**src/rtl/axis_rr_arbiter.sv**
```systemverilog
// axis_rr_arbiter: round-robin merge of num_src AXI streams into one, bursts capped at max_burst,
// with one dead IDLE cycle per arbitration.
module axis_rr_arbiter #(
    parameter int num_src   = 4,
    parameter int bus_width = 256,
    parameter int max_burst = 16
) (
    input  logic                         axis_clk,
    input  logic                         rst,
    input  logic [num_src-1:0]           s_axis_tvalid,
    output logic [num_src-1:0]           s_axis_tready,
    input  logic [num_src*bus_width-1:0] s_axis_tdata,
    output logic [bus_width-1:0]         m_axis_tdata,
    output logic                         m_axis_tvalid,
    input  logic                         m_axis_tready,
    output logic [$clog2(num_src)-1:0]   grant_id,
    output logic                         busy
);
    localparam int gw = $clog2(num_src);

    typedef enum logic {IDLE, GRANT} state_t;

    state_t         state_q, state_d;
    logic [gw-1:0]  grant_q, grant_d, pick, idx;
    logic [7:0]     beat_q, beat_d;
    logic           xfer;

    assign busy          = state_q == GRANT;
    assign grant_id      = grant_q;
    assign m_axis_tvalid = busy && s_axis_tvalid[grant_q];
    assign m_axis_tdata  = s_axis_tdata[int'(grant_q)*bus_width +: bus_width];
    assign s_axis_tready = (busy && m_axis_tready) ? {{(num_src-1){1'b0}}, 1'b1} << grant_q : '0;
    assign xfer          = m_axis_tvalid && m_axis_tready;

    // Scan downward so the nearest requester after the last grant overwrites the rest.
    always_comb begin
        pick = grant_q;
        idx  = grant_q;
        for (int k = num_src; k >= 1; k--) begin
            idx = gw'((int'(grant_q) + k) % num_src);
            if (s_axis_tvalid[idx]) pick = idx;
        end
    end

    always_comb begin
        state_d = state_q;
        grant_d = grant_q;
        beat_d  = beat_q;
        if (state_q == IDLE) begin
            if (|s_axis_tvalid) begin
                state_d = GRANT;
                grant_d = pick;
                beat_d  = '0;
            end
        end else if (!s_axis_tvalid[grant_q]) begin
            state_d = IDLE;
        end else if (xfer) begin
            beat_d  = beat_q + 8'd1;
            state_d = (beat_d == 8'(max_burst)) ? IDLE : GRANT;
        end
    end

    always_ff @(posedge axis_clk) begin
        if (!rst) begin
            state_q <= IDLE;
            grant_q <= gw'(num_src - 1);
            beat_q  <= '0;
        end else begin
            state_q <= state_d;
            grant_q <= grant_d;
            beat_q  <= beat_d;
        end
    end
endmodule

```
**config.mk**
```make
export PLATFORM = sky130hd
export DESIGN_NAME = axis_rr_arbiter
export DESIGN_NICKNAME = d
export VERILOG_FILES = /design/src/rtl/axis_rr_arbiter.sv
export SDC_FILE = /design/constraint.sdc
export NUM_CORES = 1
export LEC_CHECK = 0
export ABC_AREA = 1
export BUFFER_PORTS_ARGS = -buffer_cell sky130_fd_sc_hd__buf_2
export CAP_MARGIN = 20
export CORE_AREA = 2 2 501 503
export CTS_BUF_LIST = sky130_fd_sc_hd__clkbuf_8
export DETAILED_ROUTE_END_ITERATION = 6
export DIE_AREA = 0 0 503 505
export PLACE_DENSITY_LB_ADDON = 0.1
export SETUP_SLACK_MARGIN = 0.02
export SLEW_MARGIN = 5
export SYNTH_ARGS = -nofsm -noshare
export SYNTH_HDL_FRONTEND = slang
export SYNTH_SLANG_ARGS = --single-unit
```
**constraint.sdc**
```tcl
create_clock -name axis_clk -period 1.62 [get_ports axis_clk]
set_input_delay 0.243 -clock axis_clk [delete_from_list [all_inputs] [get_ports axis_clk]]
set_output_delay 0.243 -clock axis_clk [all_outputs]
set_load 0.03 [all_outputs]
```
* After elaboration in Yosys (flattened, before gate mapping)
Index checks and enable logic that the tools add are counted.
** Storage, ports and cells
- Bits in registers :: 11
- Input bits :: 1031
- Output and inout port bits :: 264
- Logic and storage cells :: 51
** Cells by class
- Add/sub/neg operators :: 5
- $lt $le $gt $ge :: 5
- Eq/ne operators :: 3
- Shifts and indexed selects :: 2
- Multiplexer cells :: 24
- Bitwise logic cells :: 1
- Reductions and logical operators :: 8
** Operators with widths (count)
- $shiftx 1024x11->256 :: 1
- $mux 8 :: 4
- $lt 2x3->1 const B :: 5
- $bmux 1 s2 :: 5
- $mux 1 :: 10
- $add 8x1->8 const B :: 1
- $eq 8x5->1 const B :: 1
- $mux 2 :: 4
- $reduce_and 3->1 :: 2
- $add 2x1->2 const B :: 2
- $add 2x2->2 const B :: 2
- $mux 4 :: 1
- $ne 2x1->1 const B :: 2
- $reduce_bool 4->1 :: 1
- $reduce_or 4->1 :: 1
- $shl 1x2->4 const A :: 1
- $logic_and 1x1->1 :: 3
- $reduce_bool 2->1 :: 1
- $not 1->1 :: 1

* Depth between registers and ports, before layout
Gate-level depths: netlist of the first run.
- Depth after elaboration :: 7
- Gate-level depth with buffers :: 12
- Mapped depth without buffers :: 10

* Worst setup path after synthesis of the first run
OpenSTA, ideal clock, no wires.
- Path type :: reg-to-output
- Start point :: reg grant_q[0] (netlist: grant_id[0])
- End point :: out m_axis_tdata[100]
- Arrival time :: 1.919 ns
- Required time :: 1.377 ns
- Path slack :: -0.542 ns
- Cell stages (with the launch flop) :: 8
- Buffers on the path :: 5
- Cells stage by stage :: dfxtp_1 buf_6 buf_6 buf_2 buf_2 buf_2 nor2_1 o22ai_1
** Between the ends
- Word-level cells in the longest chain between the ends :: 1
** RTL lines
- start, declared :: line 24 : logic [gw-1:0] grant_q, grant_d, pick, idx;
- start signal, assigned :: line 66 : grant_q <= gw'(num_src - 1);
- start signal, assigned :: line 70 : grant_q <= grant_d;
- $shiftx 1024x11->256 :: line 31 : assign m_axis_tdata = s_axis_tdata[int'(grant_q)*bus_width +: bus_width];
- end, declared :: line 13 : output logic [bus_width-1:0] m_axis_tdata,
Every way passes these cells.

* Worst setup path after layout of the first run
- Start point :: reg grant_q[1] (netlist: grant_id[1])
- End point :: out m_axis_tdata[143]
The elaborated chain is that of the path after synthesis.

==> results of run 1 <==
-- stage by stage --
stage,std cells,util (%)
floorplan,1589,-
global placement,6302,9.53
detailed placement,6303,9.54
CTS,6351,10.5
global route,6431,12.0
finish,6464,12.0
-- cell type report --
| cell class | instances | area [um2] |
|---|---|---|
| antenna | 41 | 103 |
| clock buffer | 3 | 41.3 |
| clock inverter | 1 | 5.00 |
| fill | 29200 | 218000 |
| inverter | 26 | 145 |
| multi-input combinational | 1381 | 12300 |
| sequential | 11 | 228 |
| tap | 3330 | 4170 |
| timing repair buffer | 1671 | 12900 |
-- worst register-to-register path, delay by kind of cell, from the launching register on --
kind,cells,cell delay (ps)
and+or+nand+nor,6,510
DFF,1,420
buffers and inverters,4,600
AOI/OAI and AO/OA,1,250
-- routing by layer --
metal	vias to the layer above	wire length [um]	global-route usage [%]
met2	1117	89500	23.7
met5	-	704	0
li1	8777	-	-
met1	9152	69000	14.8
met4	104	3130	1.42
met3	289	17500	4.55
-- state kept, by name, indices dropped and copies added, names as in the netlist --
register / count
beat_q: 8
grant_id: 2
busy: 1
-- placed cells by master, fill, tap and decap left out, drive strengths merged --
| master | synthesis | layout |
|---|---|---|
| bufbuf | 0 | 5 |
| a21oi | 10 | 10 |
| nand2 | 39 | 39 |
| o21bai | 1 | 1 |
| ha | 6 | 6 |
| o211ai | 1 | 1 |
| buf | 55 | 1629 |
| clkinv | 2 | 4 |
| nor2 | 528 | 528 |
| nand3b | 1 | 1 |
| nand4 | 1 | 1 |
| o21a | 1 | 1 |
| dfxtp | 11 | 11 |
| o22ai | 256 | 256 |
| diode | 0 | 41 |
| clkbuf | 116 | 40 |
| xor2 | 1 | 1 |
| inv | 24 | 23 |
| nand3 | 17 | 17 |
| o21ai | 519 | 519 |
-- final timing paths --
check | startpoint | to | slack, ps | cells after the start
setup / recovery | grant_id[1] | m_axis_tdata[143] | -610 | 8
hold / removal | rst | grant_id[1] | 270 | 4
setup reg to reg | grant_id[0] | grant_id[0] | -360 | 11
hold reg to reg | beat_q[7] | beat_q[7] | 500 | 2
-- power breakdown --
part | total [mW] | switching [mW] | leakage [nW] | internal (mW)
Combinational | 61.5 | 35.0 | 11.4 | 26.5
Sequential | 0.388 | 0.0757 | 0.0898 | 0.312
Clock | 0.337 | 0.166 | 0.0257 | 0.171
Total | 62.2 | 35.2 | 11.5 | 27.0
-- repair_timing --
item,in CTS,in global routing
setup buffers,29,48
cloned,17,29
pin swaps,20,48
endpoints found under the setup margin,273,274
resized for setup,531,888
-- cell families (layout without fill, tap and decap cells) --
logic type                 Yosys count  in the layout
AOI/OAI and AO/OA                  788            788
xor gates and xnor gates             1              1
adders and majority gates            6              6
buffers and inverters              197           1701
DFF                                 11             11
other                                0             41
and+or+nand+nor                    586            586
==> flow_summary.ini, run 1 <==
[run_status]
run_status = finished, violations left
failed_checks = negative setup slack

[die]
die_w_um = 503
die_h_um = 505
initial_core_utilization_pct = 3.08
placement_rows = 183
core_region_area_mm2 = 0.248
pin_count = 1295
dieArea_mm2 = 0.254

[worst_setup_path]
critical_path.most_common_cell = sky130_fd_sc_hd__buf_12
cp.arrival_ps = 1990
worst_path_dominant_cell_family = buffers and inverters
worstPathBufferInverterCount = 6
crit_fanout = 14
critPathSlowestCell = sky130_fd_sc_hd__dfxtp_4
critPathCaptureType = primary output
required_ps = 1380
critical-path-max-stage-delay_ps = 350
worstSetupStartpointType = flip-flop
critical_path_class = flip-flop to primary output
timing.critical_path.cells = buf_12 > inv_16 > buf_16 > buf_12 > o21ai_0 > buf_4 > o22ai_4 > buf_6

[timing]
layout_worst_path_cycle_share_pct = 138
total_negative_slack_ps = -126850
hold_slack_ps = 274
timing_max_transition_violations_final = 0
post-route-min-period_ps = 2230
grt_setup_unrepaired = true
setup_slack_ps = -610
worst_clock_skew_ps = 1.66
hold_violations = 0
maxSlewHeadroom_pct = 65.1
setup_viol = 274
max_slew.worst_pin.slew_ps = 519
max_clock_freq_mhz = 448

[cts]
cts_buffer_count = 3
hold_buffers = 0
htreeDepth = 1
clkLatencyLatePin_ps = 260
clkTransAtPathRegs_ps = 70
cts-root-to-sink-buffers = 2
ctsRootBufferMaster = sky130_fd_sc_hd__clkbuf_8
number_of_clock_sinks = 11
tritoncts = done

[routing]
drt_iter0_markers = 880
drt_drc_violations_left = 0
post_drt_antenna_nets = 0
post_drt_wl_per_cell_um = 27.8
drt_first_pass_iters = 5
vias_per_cell = 3.01
total_routed_wirelength_um = 180000
vias = 19400

[synth]
post_synth_and_or_nand_nor_area_fraction_pct = 29.3
synthArstFlopShare_pct = 0
post_synthesis_cell_type_count = 26
yosys.area_share.xor_xnor_pct = 0.114
synth.ff_latch_count = 11
yosysTopAreaCell = sky130_fd_sc_hd__o21ai_0
sequential_element_share_of_the_synthesized_area_pct = 2.88
yosysMostFrequentCell = sky130_fd_sc_hd__nor2_1
yosysWarnings = 0
muxShareOfSynthArea_pct = 0
synthCells = 1589
synth_enable_flop_cells = 0
synth-adder-area-share_pct = 0.981
postSynthAreaPerCell_um2 = 4.82
synth_top_area_share_pct = 33.8
synth_compound_area_share_pct = 55.9
combinational_family_with_the_most_area_after_synthesis = compound AO/OA/AOI/OAI gates
synth_top_cells_by_count = 528 x sky130_fd_sc_hd__nor2_1, 517 x sky130_fd_sc_hd__o21ai_0, 256 x sky130_fd_sc_hd__o22ai_1
dominantRegCellSynth = sky130_fd_sc_hd__dfxtp_1
synth_nets = 2626
syn-cell-area_mm2 = 0.00765
synth_top_cells_by_area = sky130_fd_sc_hd__o21ai_0 34%, sky130_fd_sc_hd__nor2_1 26%, sky130_fd_sc_hd__o22ai_1 21%

[global_route]
maximum_number_of_pins_on_one_net_before_global_route_repair = 50
grt_first_pass_wirelength_um = 217000
global_route.overflow_total = 0
grt_antenna_before_repair = 188
vias_in_the_first_global_route = 20100
groute.usage.overall_pct = 13.0

[pwr]
vdd.ir_drop.worst_v = 0.000735
power-per-cell-area_mw_per_mm2 = 2080
p_leak_nw = 11.5
power_mw = 62.2

[worst_hold_path]
hold_path.class = primary input to flip-flop

[layout]
syn2layout_area_growth_pct = 291
final_design_area_no_fill_mm2 = 0.0299
nets = 4131
post_route_cells_drive_above_1_share_pct = 76.9

[placed_design]
portBuffers = 1294
dp.final_hpwl_um = 154000
post-place-ws_ps = -1030
globalplace.congestion = 0.857
placement.cell_area_mm2 = 0.0237

[job]
max_cap_viol_count = 0
(Power assumes the default switching activity.)
==> inputs of run 2 (changes only) <==
--- a/config.mk
+++ b/config.mk
@@ -8,12 +8,12 @@
 export ABC_AREA = 1
 export BUFFER_PORTS_ARGS = -buffer_cell sky130_fd_sc_hd__buf_2
 export CAP_MARGIN = 20
-export CORE_AREA = 2 2 501 503
+export CORE_AREA = 3 3 502 504
 export CTS_BUF_LIST = sky130_fd_sc_hd__clkbuf_8
 export DETAILED_ROUTE_END_ITERATION = 6
-export DIE_AREA = 0 0 503 505
+export DIE_AREA = 0 0 505 507
 export PLACE_DENSITY_LB_ADDON = 0.1
-export SETUP_SLACK_MARGIN = 0.02
+export SETUP_SLACK_MARGIN = 0.1
 export SLEW_MARGIN = 5
 export SYNTH_ARGS = -nofsm -noshare
 export SYNTH_HDL_FRONTEND = slang
==> run 2 against run 1 <==
The run still ends with negative setup slack left. Clock skew grew 5.8 ps. Via count down 1.1%. Wire length increased by 0.30%. Combinational power down 18%. Largest cell class unchanged. Highest routed layer unchanged.
==> flow_summary.ini, run 2 (synthesized netlist as in run 1, its figures left out) <==
[run_status]
run_status = finished, violations left
failed_checks = negative setup slack

[timing]
max_slew.worst_pin.slew_ps = 508
maxSlewHeadroom_pct = 66.0
grt_setup_unrepaired = true
layout_worst_path_cycle_share_pct = 135
setup_viol = 273
max_clock_freq_mhz = 458
post-route-min-period_ps = 2180
setup_slack_ps = -564
hold_slack_ps = 266
worst_clock_skew_ps = 7.41
hold_violations = 0
timing_max_transition_violations_final = 0

[global_route]
global_route.overflow_total = 0
groute.usage.overall_pct = 13.2
vias_in_the_first_global_route = 20200
maximum_number_of_pins_on_one_net_before_global_route_repair = 45
grt_first_pass_wirelength_um = 223000
grt_antenna_before_repair = 255

[routing]
drt_drc_violations_left = 0
post_drt_wl_per_cell_um = 28.1
wl_met2_um = 85000
vias_per_cell = 2.99
drt_first_pass_iters = 5
route.layer.met1.wl_um = 67800
met3RoutedLength_um = 23800
total_routed_wirelength_um = 180000
drt_iter0_markers = 918
vias = 19200
post_drt_antenna_nets = 0
highest_layer = met5

[cts]
tritoncts = done
number_of_clock_sinks = 11
ctsRootBufferMaster = sky130_fd_sc_hd__clkbuf_8
clkTransAtPathRegs_ps = 50
htreeDepth = 1
cts_buffer_count = 3
hold_buffers = 0
cts-root-to-sink-buffers = 2
clkLatencyLatePin_ps = 240

[worst_setup_path]
crit_fanout = 19
critical_path.reg2reg.startpoint = grant_id[0]
r2r-end = beat_q[3]
timing.reg2reg.setup_slack_ps = -320
worstRegToRegCells = 11
critical_path_class = flip-flop to primary output
worstSetupStartpointType = flip-flop
required_ps = 1380
critPathCaptureType = primary output
cp.arrival_ps = 1940

[die]
die_h_um = 507
pin_count = 1295
initial_core_utilization_pct = 3.08
die_w_um = 505
dieArea_mm2 = 0.256
placement_rows = 183
core_region_area_mm2 = 0.248

[pwr]
cellInternalPower_mw = 20.5
vdd.ir_drop.worst_v = 0.000629
combinationalPowerShare_pct = 98.7
p_sw_share_pct = 59.7
power.net_switching_mw = 30.4
p_leak_nw = 10.4
clockPowerShare_pct = 0.6
seq_power_share_pct = 0.7
power-per-cell-area_mw_per_mm2 = 1980

[worst_hold_path]
hold_path.class = primary input to flip-flop
min_from = rst
worst_hold_path.num_cells = 2
hold_end = grant_id[0]

[layout]
post_route_cells_drive_above_1_share_pct = 67.5
final_design_area_no_fill_mm2 = 0.0257
nets = 4092
final_common_cell = sky130_fd_sc_hd__buf_2
layout_common_cells = 1,165 x sky130_fd_sc_hd__buf_2, 439 x sky130_fd_sc_hd__nor2_1, 278 x sky130_fd_sc_hd__buf_4, 239 x sky130_fd_sc_hd__o21ai_0, 208 x sky130_fd_sc_hd__o21ai_1
largest_register_ff_count = 8
syn2layout_area_growth_pct = 236
largest-register = beat_q

[placed_design]
portBuffers = 1294
dp.final_hpwl_um = 163000
globalplace.congestion = 0.919
placement.cell_area_mm2 = 0.0237

[job]
max_cap_viol_count = 0
==> run 2: area by class of cell <==
type	instances	area (um2)
Fill cell	29500	223000
Timing Repair Buffer	1632	10800
Multi-Input combinational cell	1381	10200
Tap cell	3330	4170
Sequential cell	11	228
Inverter	26	145
Antenna cell	39	97.6
Clock buffer	3	41.3
Clock inverter	1	3.75
==> run 2: worst max-delay path by stage <==
stage | from | endpoint | slack, ps | depth (start not counted)
CTS | grant_id[0] | m_axis_tdata[43] | -610 | 6
floorplan | grant_id[0] | m_axis_tdata[179] | -100 | 7
detailed placement | grant_id[0] | m_axis_tdata[204] | -490 | 6
global placement | grant_id[0] | m_axis_tdata[204] | -480 | 6
global route | grant_id[0] | m_axis_tdata[131] | -610 | 8
finish | grant_id[0] | m_axis_tdata[153] | -560 | 6
==> run 2: worst max-delay path: stages, from the launching register on <==
cell and delay (ps):
sky130_fd_sc_hd__dfxtp_4 380, sky130_fd_sc_hd__buf_12 160, sky130_fd_sc_hd__buf_16 170, sky130_fd_sc_hd__buf_16 210, sky130_fd_sc_hd__o21ai_1 170, sky130_fd_sc_hd__o22ai_2 310
sky130_fd_sc_hd__buf_4 230
==> run 2: repair_timing <==
item,4_1_cts,5_1_grt
setup buffers,16,7
pin swaps,7,12
gates cloned,4,8
endpoints found under the setup margin,274,274
resized for setup,205,334
==> run 2: power groups by stage <==
stage	Combinational, mW	Clock [mW]	Sequential [mW]
floorplan	28.1	0	0.400
global placement	46.4	0	0.396
detailed placement	46.1	0	0.402
CTS	48.9	0.300	0.400
global route	53.5	0.318	0.359
finish	50.3	0.290	0.355
==> run 2: metal layers <==
| layer | up-vias | GRT usage (%) |
|---|---|---|
| met5 | - | 0 |
| met4 | 200 | 0.936 |
| met3 | 379 | 7.82 |
| met2 | 1175 | 22.8 |
| met1 | 8795 | 14.5 |
| li1 | 8682 | - |
==> run 2: per-stage QoR <==
stage	setup TNS, ps	std cells	worst slack, ps	util [%]	total power [mW]
after floorplan	-4880	1589	-96.0	-	28.5
after global placement	-80180	6345	-482	9.56	46.8
after detailed placement	-83640	6345	-491	9.56	46.5
after CTS	-142140	6369	-614	9.92	49.6
after global routing	-141180	6391	-614	10.3	54.1
final	-115290	6423	-564	10.4	50.9
==> inputs of run 3 (changes only) <==
--- a/config.mk
+++ b/config.mk
@@ -12,7 +12,6 @@
 export CTS_BUF_LIST = sky130_fd_sc_hd__clkbuf_8
 export DETAILED_ROUTE_END_ITERATION = 6
 export DIE_AREA = 0 0 505 507
-export PLACE_DENSITY_LB_ADDON = 0.1
 export SETUP_SLACK_MARGIN = 0.1
 export SLEW_MARGIN = 5
 export SYNTH_ARGS = -nofsm -noshare
==> run 3 against run 2 <==
The run still ends with negative setup slack left. First-iteration DRC count rose by 150%. Sequential share of layout area fell by 0.23 points. Final area up 35%. Hold slack got worse by 13 ps. Critical endpoint is now m_axis_tdata[51].
==> flow_summary.ini, run 3 (synthesized netlist as in run 1, its figures left out) <==
[run_status]
run_status = finished, violations left
failed_checks = negative setup slack

[global_route]
global_route.overflow_total = 0
maximum_number_of_pins_on_one_net_before_global_route_repair = 53
grt_antenna_before_repair = 458
groute.usage.overall_pct = 18.5
vias_in_the_first_global_route = 20900
grt_first_pass_wirelength_um = 295000

[routing]
route.layer.met1.wl_um = 95800
drt_iter0_markers = 2279
post_drt_antenna_nets = 0
vias = 23400
drt_first_pass_iters = 7
total_routed_wirelength_um = 258000
vias_per_cell = 3.50
post_drt_wl_per_cell_um = 38.6
wl_met2_um = 103000
drt_drc_violations_left = 0
met3RoutedLength_um = 44000
highest_layer = met5

[cts]
cts-root-to-sink-buffers = 2
number_of_clock_sinks = 11
tritoncts = done
ctsRootBufferMaster = sky130_fd_sc_hd__clkbuf_8
cts_buffer_count = 3
clkTransAtPathRegs_ps = 70
clkLatencyLatePin_ps = 250
htreeDepth = 1
hold_buffers = 0

[pwr]
vdd.ir_drop.worst_v = 0.00109
power-per-cell-area_mw_per_mm2 = 2330
p_leak_nw = 13.3

[timing]
grt_setup_unrepaired = true
setup_viol = 274
worst_clock_skew_ps = 7.48
timing_max_transition_violations_final = 0
setup_slack_ps = -615
max_clock_freq_mhz = 447
hold_slack_ps = 253
max_slew.worst_pin.slew_ps = 491
layout_worst_path_cycle_share_pct = 138
maxSlewHeadroom_pct = 66.9
post-route-min-period_ps = 2240
hold_violations = 0

[layout]
layout.cells.non_filler = 6686
layout_common_cells = 1,040 x sky130_fd_sc_hd__buf_2, 299 x sky130_fd_sc_hd__nor2_1, 225 x sky130_fd_sc_hd__buf_12, 208 x sky130_fd_sc_hd__o21ai_2, 207 x sky130_fd_sc_hd__o22ai_4
largest_register_ff_count = 8
syn2layout_area_growth_pct = 353
nets = 4266
post_route_cells_drive_above_1_share_pct = 82.2
fillers = 28300
largest-register = beat_q
fin_util_pct = 14.0
final_common_cell = sky130_fd_sc_hd__buf_2

[worst_setup_path]
critical_path.reg2reg.startpoint = grant_id[0]
crit_fanout = 8
cp.arrival_ps = 1990
worstSetupStartpointType = flip-flop
timing.critical_path.cells = buf_12 > clkinv_16 > buf_16 > buf_12 > buf_6 > o21ai_1 > buf_4 > o22ai_4 > buf_6
required_ps = 1380
critical_path_class = flip-flop to primary output
critical-path-max-stage-delay_ps = 410
critPathSlowestCell = sky130_fd_sc_hd__dfxtp_4
critPathCaptureType = primary output
crit_path_start = grant_id[0]

[placed_design]
place.detailed.instances = 6317
dp.final_hpwl_um = 219000
portBuffers = 1294
globalplace.congestion = 1.18

[die]
pin_count = 1295
die_h_um = 507
core_region_area_mm2 = 0.248
dieArea_mm2 = 0.256
die_w_um = 505
placement_rows = 183
initial_core_utilization_pct = 3.08

[job]
max_cap_viol_count = 0

[worst_hold_path]
min_from = rst
hold_path.class = primary input to flip-flop
[run 3: changes by cell type in the layout (fill, tap and decap cells not counted), moves of 58 or more]
| cell | change |
|---|---|
| sky130_fd_sc_hd__o21ai_0 | -187 |
| sky130_fd_sc_hd__buf_12 | +169 |
| sky130_fd_sc_hd__nor2_1 | -140 |
| sky130_fd_sc_hd__o21ai_2 | +139 |
| sky130_fd_sc_hd__o21ai_4 | +135 |
| sky130_fd_sc_hd__buf_6 | +128 |
| sky130_fd_sc_hd__buf_2 | -125 |
| sky130_fd_sc_hd__diode_2 | +89 |
| sky130_fd_sc_hd__o21ai_1 | -87 |
| sky130_fd_sc_hd__nor2_4 | +82 |
| sky130_fd_sc_hd__buf_4 | -81 |
| sky130_fd_sc_hd__nor2_2 | +58 |
[run 3: power by group]
part	internal, mW	switching, mW
logic	35.5	44.6
registers	0.313	0.0715
clock network	0.168	0.133
total	36.0	44.8
[run 3: metrics by stage]
| step | setup slack, ps | power (mW) | TNS [ps] | area (um2) |
|---|---|---|---|---|
| 3_3_place_gp | -1050 | 58.2 | -85110 | 25400 |
| 2_1_floorplan | -96.0 | 28.5 | -4880 | 11400 |
| 4_1_cts | -651 | 73.5 | -134690 | 31000 |
| 5_1_grt | -648 | 83.3 | -139410 | 34500 |
| 3_5_place_dp | -694 | 58.1 | -86080 | 25400 |
| 6_report | -615 | 80.8 | -127680 | 34600 |
[run 3: what timing repair did]
item	in CTS	in global routing
pin swaps	132	159
buffers inserted	111	87
resized for setup	1064	628
endpoints found under the setup margin	274	274
cloned	45	25
[run 3: cell type report]
| class | instances | area, um2 | share of cell area [%] |
|---|---|---|---|
| inverters | 26 | 148 | 0.426 |
| repair inverters | 3 | 76.3 | 0.220 |
| clock buffers | 3 | 41.3 | 0.119 |
| clock inverters | 1 | 3.75 | 0.0108 |
| diodes | 128 | 320 | 0.924 |
| flip-flops and latches | 11 | 228 | 0.657 |
| repair buffers | 1803 | 16500 | 47.5 |
| well taps | 3330 | 4170 | 12.0 |
| multi-input cells | 1381 | 13200 | 38.1 |
[run 3: worst max-delay path, delay by kind of cell (launching register included)]
family	cells	cell delay, ps
buffers and inverters	7	990
AO/OA/AOI/OAI	2	290
flip-flops	1	410
[run 3: path summary, 6_finish.rpt]
| kind | endpoint | slack, ps | cells after the start |
|---|---|---|---|
| hold / removal | grant_id[0] | 250 | 2 |
| setup reg to reg | grant_id[0] | -280 | 10 |
| setup / recovery | m_axis_tdata[51] | -620 | 9 |
| hold reg to reg | beat_q[7] | 510 | 2 |
[run 3: routing by layer]
metal	GRT usage, %	vias to the layer above
met1	20.8	10600
met2	26.9	2225
li1	-	9183
met4	5.89	374
met3	13.8	1020
met5	0	-
